### src/rtl/microcode_sequencer.sv
// Microcoded control sequencer: step counter over an external control-store ROM.
// Optional stall input enabled by defining MICROSEQ_STALL_EN.
module microcode_sequencer #(
    parameter int INSTR_W = 8,
    parameter int STEP_W  = 3,
    parameter int FLAG_W  = 2,
    parameter int CTRL_W  = 16,
    parameter int IMM_W   = 8,
    parameter int IMM_LSB = 3,
    parameter int IMM_FW  = 3
) (
    input  logic                              i_clk,
    input  logic                              i_nReset,
    input  logic [FLAG_W-1:0]                 i_flags,
    input  logic [INSTR_W-1:0]                i_instruction,
    input  logic                              i_continue,
`ifdef MICROSEQ_STALL_EN
    input  logic                              i_stall,
`endif
    output logic [FLAG_W+INSTR_W+STEP_W-1:0]  o_csAddress,
    input  logic [CTRL_W-1:0]                 i_csData,
    output logic [CTRL_W-3:0]                 o_ctrl,
    output logic [IMM_W-1:0]                  o_immediate,
    output logic                              o_fetch,
    output logic                              o_pcNOe,
    output logic                              o_hlt,
    output logic [STEP_W-1:0]                 o_step
);

    typedef enum logic {
        ST_RUN  = 1'b0,
        ST_HALT = 1'b1
    } state_t;

    localparam logic [STEP_W-1:0] STEP_ONE = STEP_W'(1);
    localparam logic [STEP_W-1:0] STEP_TWO = STEP_W'(2);

    state_t               state_q, state_d;
    logic [STEP_W-1:0]    step_q, step_d;
    logic [INSTR_W-1:0]   instr_q, instr_d;

    logic                 u_end;
    logic                 n_imm_out;
    logic                 hold;
    logic                 halt_hit;
    logic                 issue;
    logic [IMM_W-1:0]     imm_ext;

    assign u_end     = i_csData[CTRL_W-1];
    assign n_imm_out = i_csData[0];

`ifdef MICROSEQ_STALL_EN
    assign hold = i_stall;
`else
    assign hold = 1'b0;
`endif

    // The HALT opcode is recognised at its first execute step; that word is suppressed.
    assign halt_hit = (state_q == ST_RUN) && (step_q == STEP_TWO) && (&instr_q);

    always_comb begin
        state_d = state_q;
        step_d  = step_q;
        instr_d = instr_q;
        case (state_q)
            ST_RUN: begin
                if (!hold) begin
                    if (step_q == STEP_ONE) begin
                        instr_d = i_instruction;
                    end
                    if (halt_hit) begin
                        state_d = ST_HALT;
                    end else if ((step_q > STEP_ONE) && u_end) begin
                        step_d = '0;
                    end else begin
                        step_d = step_q + STEP_ONE;
                    end
                end
            end
            ST_HALT: begin
                // Resume wins over stall while halted.
                if (i_continue) begin
                    state_d = ST_RUN;
                    step_d  = '0;
                    instr_d = '0;
                end
            end
            default: begin
                state_d = ST_RUN;
            end
        endcase
    end

    always_ff @(posedge i_clk) begin
        if (!i_nReset) begin
            state_q <= ST_RUN;
            step_q  <= '0;
            instr_q <= '0;
        end else begin
            state_q <= state_d;
            step_q  <= step_d;
            instr_q <= instr_d;
        end
    end

    always_comb begin
        imm_ext             = '0;
        imm_ext[IMM_FW-1:0] = instr_q[IMM_LSB +: IMM_FW];
    end

    assign issue = i_nReset && (state_q == ST_RUN) && !halt_hit;

    assign o_csAddress = {i_flags, instr_q, step_q};
    assign o_ctrl      = issue ? i_csData[CTRL_W-2:1] : '0;
    assign o_immediate = (issue && !n_imm_out) ? imm_ext : '0;
    assign o_fetch     = (step_q == STEP_ONE);
    assign o_pcNOe     = (step_q != '0);
    assign o_hlt       = (state_q == ST_HALT);
    assign o_step      = step_q;

endmodule

### config.mk
export PLATFORM = sky130hd
export DESIGN_NAME = microcode_sequencer
export DESIGN_NICKNAME = d
export VERILOG_FILES = /design/src/rtl/microcode_sequencer.sv
export SDC_FILE = /design/constraint.sdc
export NUM_CORES = 1
export LEC_CHECK = 0
export BUFFER_PORTS_ARGS = -buffer_cell sky130_fd_sc_hd__buf_2
export CAP_MARGIN = 0
export CORE_MARGIN = 2
export CORE_UTILIZATION = 39
export CTS_BUF_LIST = sky130_fd_sc_hd__clkbuf_8
export DETAILED_ROUTE_END_ITERATION = 10
export PLACE_DENSITY = 0.87
export SETUP_SLACK_MARGIN = 0.05
export SYNTH_ARGS = -nofsm -noshare
export SYNTH_HDL_FRONTEND = slang
export SYNTH_SLANG_ARGS = --single-unit
export TNS_END_PERCENT = 100
### constraint.sdc
create_clock -name i_clk -period 2.32 [get_ports i_clk]
set_input_delay 0 -clock i_clk [delete_from_list [all_inputs] [get_ports i_clk]]
set_output_delay 0 -clock i_clk [all_outputs]
set_load 0.02 [all_outputs]
==> run_results.csv, run 1 <==
group,metric,value,unit
status,status,"finished clean",
route,vias,795,
place,place_area,0.00108,mm²
timing,finalHoldViolCount,0,
pwr,ir_drop,0.000357,V
place,portBuffers,60,
route,avgRoutedWirePerCell,12.3,µm
route,drt_iter0_drc,16,
setup_path,arrival,2.03,ns
global_routing,grt_max_degree,18,
route,antenna_violating_nets_post_route,0,
run,drv_cap,0,
logic_synthesis,ys_async_sr_fraction,0,%
logic_synthesis,yosys.cell_types.count,25,
global_routing,grt_pass1_vias,753,
logic_synthesis,postSynthCellCount,91,
place,dp_hpwl,1660,µm
timing,fin_setup_tns,0,ns
route,vias_per_cell,4.57,
clock_network,clockBufferDepth,2,
logic_synthesis,synth_seq_cells,12,
clock_network,cts_resized,0,
floorplan,fp.dieH,49.5,µm
clock_network,htreeDepth,1,
place,dp_slack,0.455,ns
route,drcViolationCount,0,
floorplan,core_area,0.00196,mm²
pwr,finalPower,0.000737,W
timing,period_share,80.1,%
place,dp.cells,170,
clock_network,clk_pin_slew,0.05,ns
floorplan,dieArea,0.00245,mm²
setup_path,cpPeakStageDelay,0.53,ns
setup_path,cp_max_fo,9,
pwr,power.density,652,mW/mm²
timing,fin_crit,1.86,ns
clock_network,cts.sinks,12,
clock_network,cts_setup_buffers,0,
timing,tightest_slew,0.625,ns
clock_network,cts_buffers,3,
layout,stdcell_count,174,
timing,slew_violations,0,
timing,setup_viol,0,
clock_network,tritoncts,"yes",
setup_path,required,2.49,ns
floorplan,chipWidth,49.5,µm
timing,fin_ws,0.462,ns
logic_synthesis,yosysWarnings,0,
layout,stdcell_area,0.00113,mm²
layout,diodes,0,
timing,max_slew_margin,58.4,%
setup_path,crit_path_end_kind,"register",
setup_path,slowest_stage,"a21oi_1",
layout,drive_above_1_share,46.3,%
global_routing,grt_use_total,18.1,%
logic_synthesis,avgSynthCellArea,8.87,µm²
clock_network,insertion_delay,0.24,ns
place,gp_congestion,0.759,
layout,areaGrowthSynthToFinish,40.2,%
logic_synthesis,synth_edf_count,0,
timing,fmax,0.538,GHz
setup_path,critPathKind,"reg2reg",
layout,layout_commonest_cell,"buf_2",
timing,rsz0062_at_grt,"no",
layout,final_cell_mix,"60 x buf_2, 14 x and2_1, 12 x dfxtp_1",
setup_path,crit_buf_inv,1,
layout,layout.nets,181,
pwr,p_leak,0.642,nW
route,routed_wl,2140,µm
floorplan,io_pins,70,
timing,finClkSkew,0.00170,ns
clock_network,root_buffer,"clkbuf_8",
logic_synthesis,synth_seq_area_share,29.8,%
logic_synthesis,synth_area,807,µm²
floorplan,initial_core_util,41.1,%
setup_path,critPathTopFamily,"compound AO/OA/AOI/OAI gates",
global_routing,grt_pass1_wl,3490,µm
global_routing,antenna_found_initial,0,
setup_path,path_cells,"inv_1 > ha_1 > nor3b_2 > a21oi_1 > a22oi_1 > nor2b_1",
clock_network,cts.hold.buffers_added,0,
logic_synthesis,synthFlopType,"dfxtp_1",
route,first_pass_iters,4,
global_routing,grt_overflow,0,
worst_hold_path,min_path_type,"in2out",
setup_path,start_kind,"register",
floorplan,num_rows,16,
## worst reg2reg max path: stages (launching register included)
cell and delay [ns]:
dfxtp_1 0.44, inv_1 0.11, ha_1 0.22, nor3b_2 0.22, a21oi_1 0.53, a22oi_1 0.13
nor2b_1 0.14
## final timing paths
kind,start,endpoint,slack [ns],depth (start not counted)
setup reg to reg,o_step[1],instr_q[6],0.46,6
hold reg to reg,instr_q[2],instr_q[2],0.55,2
hold / removal,i_flags[1],o_csAddress[12],0.000009,0
setup / recovery,o_step[1],instr_q[6],0.46,6
## metal layers
layer	track usage (%)	share of wire (%)	vias to the layer above
li1	-	-	412
met1	24.5	46	352
met2	27.9	47	29
met3	3.33	6.7	2
met4	7.87	0.89	0
met5	0	0	-
## cell usage after synthesis (all sizes together), types with 3 or more instances
cell type | count | share of area (%)
ha | 4 | 6.2
inv | 3 | 1.4
nand4 | 3 | 2.3
and2b | 3 | 2.8
nand2 | 3 | 1.4
nor2b | 8 | 6.2
buf | 10 | 9.3
dfxtp | 12 | 30
clkbuf | 3 | 1.6
and2 | 14 | 11
and3b | 3 | 3.3
a22oi | 8 | 7.4
## area by class of cell
cell class | instances | area (µm²)
repair buffers | 61 | 308
inverters | 3 | 11.3
well taps | 27 | 33.8
fillers | 180 | 831
multi-input cells | 67 | 483
clock buffers | 4 | 55.1
flip-flops and latches | 12 | 240
## per-stage QoR
step                utilization, %  hold slack (ns)
floorplan                        -            0.113
detailed placement            54.8         0.000137
global placement              54.8         0.000137
CTS                           57.7         0.000137
finish                        57.7       0.00000883
global route                  57.7        0.0000293
## cells by family after synthesis
family,share of synthesized area [%]
buf+inv,12.2
simple gates,37.8
compound gates,13.5
other cells,0.465
flops,29.8
fa+ha+maj,6.20
## flip-flops by register name (all words and copies together) (netlist names)
register	flops
instr_q	8
o_step	3
o_hlt	1
## where the power goes
| part | internal [W] | switching, W |
|---|---|---|
| logic | 0.000100 | 0.000153 |
| registers | 0.000229 | 0.0000294 |
| clock network | 0.000150 | 0.0000756 |
| total | 0.000479 | 0.000258 |
Note: power is estimated with default switching activity, not from simulation.
==> run 2: changes to the inputs <==
--- a/config.mk
+++ b/config.mk
@@ -8,10 +8,10 @@
 export BUFFER_PORTS_ARGS = -buffer_cell sky130_fd_sc_hd__buf_2
 export CAP_MARGIN = 0
 export CORE_MARGIN = 2
-export CORE_UTILIZATION = 39
+export CORE_UTILIZATION = 35
 export CTS_BUF_LIST = sky130_fd_sc_hd__clkbuf_8
 export DETAILED_ROUTE_END_ITERATION = 10
-export PLACE_DENSITY = 0.87
+export PLACE_DENSITY = 0.83
 export SETUP_SLACK_MARGIN = 0.05
 export SYNTH_ARGS = -nofsm -noshare
 export SYNTH_HDL_FRONTEND = slang
==> constraint.sdc (replaced) <==
create_clock -name i_clk -period 1.7 [get_ports i_clk]
set_input_delay 0 -clock i_clk [delete_from_list [all_inputs] [get_ports i_clk]]
set_output_delay 0 -clock i_clk [all_outputs]
set_load 0.02 [all_outputs]
==> run 2 against run 1 <==
Net effect: critical path depth up 1; fmax up 13%; total power up 58%; count of clock-buffer cells in the layout unchanged; cell count up 8.0%; global-route usage up 1.8 points; sequential share of layout area down 3.0 points; largest cell class unchanged; die area up 10%; highest routed layer unchanged; clock skew up 0.0040 ns; wire length up 38%.
==> run_results.csv, run 2 (same netlist as run 1, synthesis figures left out) <==
group,metric,value,unit
floorplan,fp.dieH,52.0,µm
setup_path,required,1.83,ns
clock_network,clockBufferDepth,2,
clock_network,cts.hold.buffers_added,0,
pwr,power.density,832,mW/mm²
timing,fin_crit,1.64,ns
place,portBuffers,60,
place,dp_slack,0.0213,ns
layout,stdcell_area,0.00140,mm²
timing,period_share,96.6,%
route,first_pass_iters,4,
clock_network,insertion_delay,0.25,ns
clock_network,root_buffer,"clkbuf_8",
setup_path,critPathTopFamily,"compound AO/OA/AOI/OAI gates",
worst_hold_path,min_path_cells,0,
layout,largest_reg_flops,8,
floorplan,num_rows,17,
floorplan,initial_core_util,36.8,%
global_routing,grt_pass1_vias,854,
timing,timing.hold.ws,0.00000882,ns
worst_hold_path,min_path_type,"in2out",
setup_path,critPathKind,"reg2reg",
route,routed_wl,2940,µm
setup_path,cpPeakStageDelay,0.36,ns
setup_path,r2r-end,"o_step[2]",
setup_path,r2r_start,"o_step[0]",
route,drt_iter0_drc,30,
setup_path,path_cells,"inv_4 > ha_4 > nand2_4 > buf_4 > o41a_1 > and4b_1 > o31a_1",
timing,finClkSkew,0.00566,ns
setup_path,crit_end,"o_step[2]",
setup_path,start_kind,"register",
global_routing,grt_use_total,19.8,%
layout,diodes,0,
timing,fmax,0.609,GHz
layout,layout_commonest_cell,"buf_2",
global_routing,grt_max_degree,16,
layout,layout.nets,194,
route,drcViolationCount,0,
timing,fin_setup_tns,0,ns
global_routing,antenna_found_initial,0,
route,antenna_violating_nets_post_route,0,
timing,fin_ws,0.0575,ns
place,dp_hpwl,1830,µm
global_routing,grt_overflow,0,
route,vias_per_cell,4.87,
timing,rsz0062_at_grt,"yes",
route,avgRoutedWirePerCell,15.7,µm
timing,slew_violations,0,
layout,areaGrowthSynthToFinish,73.5,%
layout,top_register,"instr_q",
floorplan,chipWidth,52.0,µm
pwr,p_leak,0.765,nW
route,vias,915,
timing,setup_viol,0,
floorplan,core_area,0.00219,mm²
floorplan,io_pins,70,
run,drv_cap,0,
setup_path,arrival,1.77,ns
setup_path,crit_path_end_kind,"register",
setup_path,slowest_stage,"o41a_1",
floorplan,dieArea,0.00271,mm²
clock_network,tritoncts,"yes",
place,gp_congestion,0.829,
setup_path,ff2ff_path_depth,7,
setup_path,cp-startpoint,"o_step[0]",
setup_path,cp.depth,7,
layout,stdcell_count,188,
place,dp.cells,174,
place,place_area,0.00110,mm²
layout,drive_above_1_share,63.1,%
setup_path,cp_max_fo,4,
clock_network,htreeDepth,1,
timing,finalHoldViolCount,0,
clock_network,clk_pin_slew,0.06,ns
setup_path,crit_buf_inv,2,
clock_network,cts_buffers,3,
status,status,"finished clean",
layout,final_cell_mix,"44 x buf_2, 16 x buf_4, 14 x buf_6",
setup_path,r2r_slack,0.06,ns
pwr,ir_drop,0.000468,V
clock_network,cts.sinks,12,
global_routing,grt_pass1_wl,3900,µm
run 2: cell count changes in the layout (fill, tap and decap cells not counted), sizes merged:
cell	previous run	this run
buf	61	74
run 2: area by class of cell:
type	count	area (µm²)
Timing Repair Buffer	74	498
Multi-Input combinational cell	67	543
Fill cell	166	791
Clock buffer	4	55.1
Tap cell	28	35.0
Inverter	3	13.8
Sequential cell	12	255
run 2: how the worst min path moves through the flow:
stage,startpoint,end,slack [ns]
floorplan,i_flags[0],o_csAddress[11],0.11
global placement,i_flags[0],o_csAddress[11],0.0001
detailed placement,i_flags[0],o_csAddress[11],0.0001
CTS,i_flags[0],o_csAddress[11],0.0001
global route,i_flags[1],o_csAddress[12],0.00006
finish,i_flags[1],o_csAddress[12],0.000009
run 2: metal layers:
metal | vias to the layer above | track usage (%) | wire (µm)
li1 | 435 | - | -
met2 | 46 | 31.0 | 1590
met1 | 427 | 25.2 | 1130
met4 | 0 | 12.7 | 78
met3 | 7 | 2.87 | 140
met5 | - | 0 | 0
run 2: repair_timing:
item                                   4_1_cts  5_1_grt
setup buffers                                7        2
setup endpoints to repair                   25       22
gates cloned                                 2        0
pin swaps                                    3        3
endpoints found under the hold margin        0        0
gates resized for setup                     21       39
run 2: stage by stage:
step                utilization (%)  power (W)
CTS                            58.5    0.00109
global placement               50.3   0.000704
detailed placement             50.3   0.000715
floorplan                         -   0.000604
global route                   63.9    0.00121
finish                         63.9    0.00116
run 2: power by group:
part           switching (W)  internal [W]
Sequential         0.0000419      0.000319
Combinational       0.000258      0.000222
Clock               0.000119      0.000205
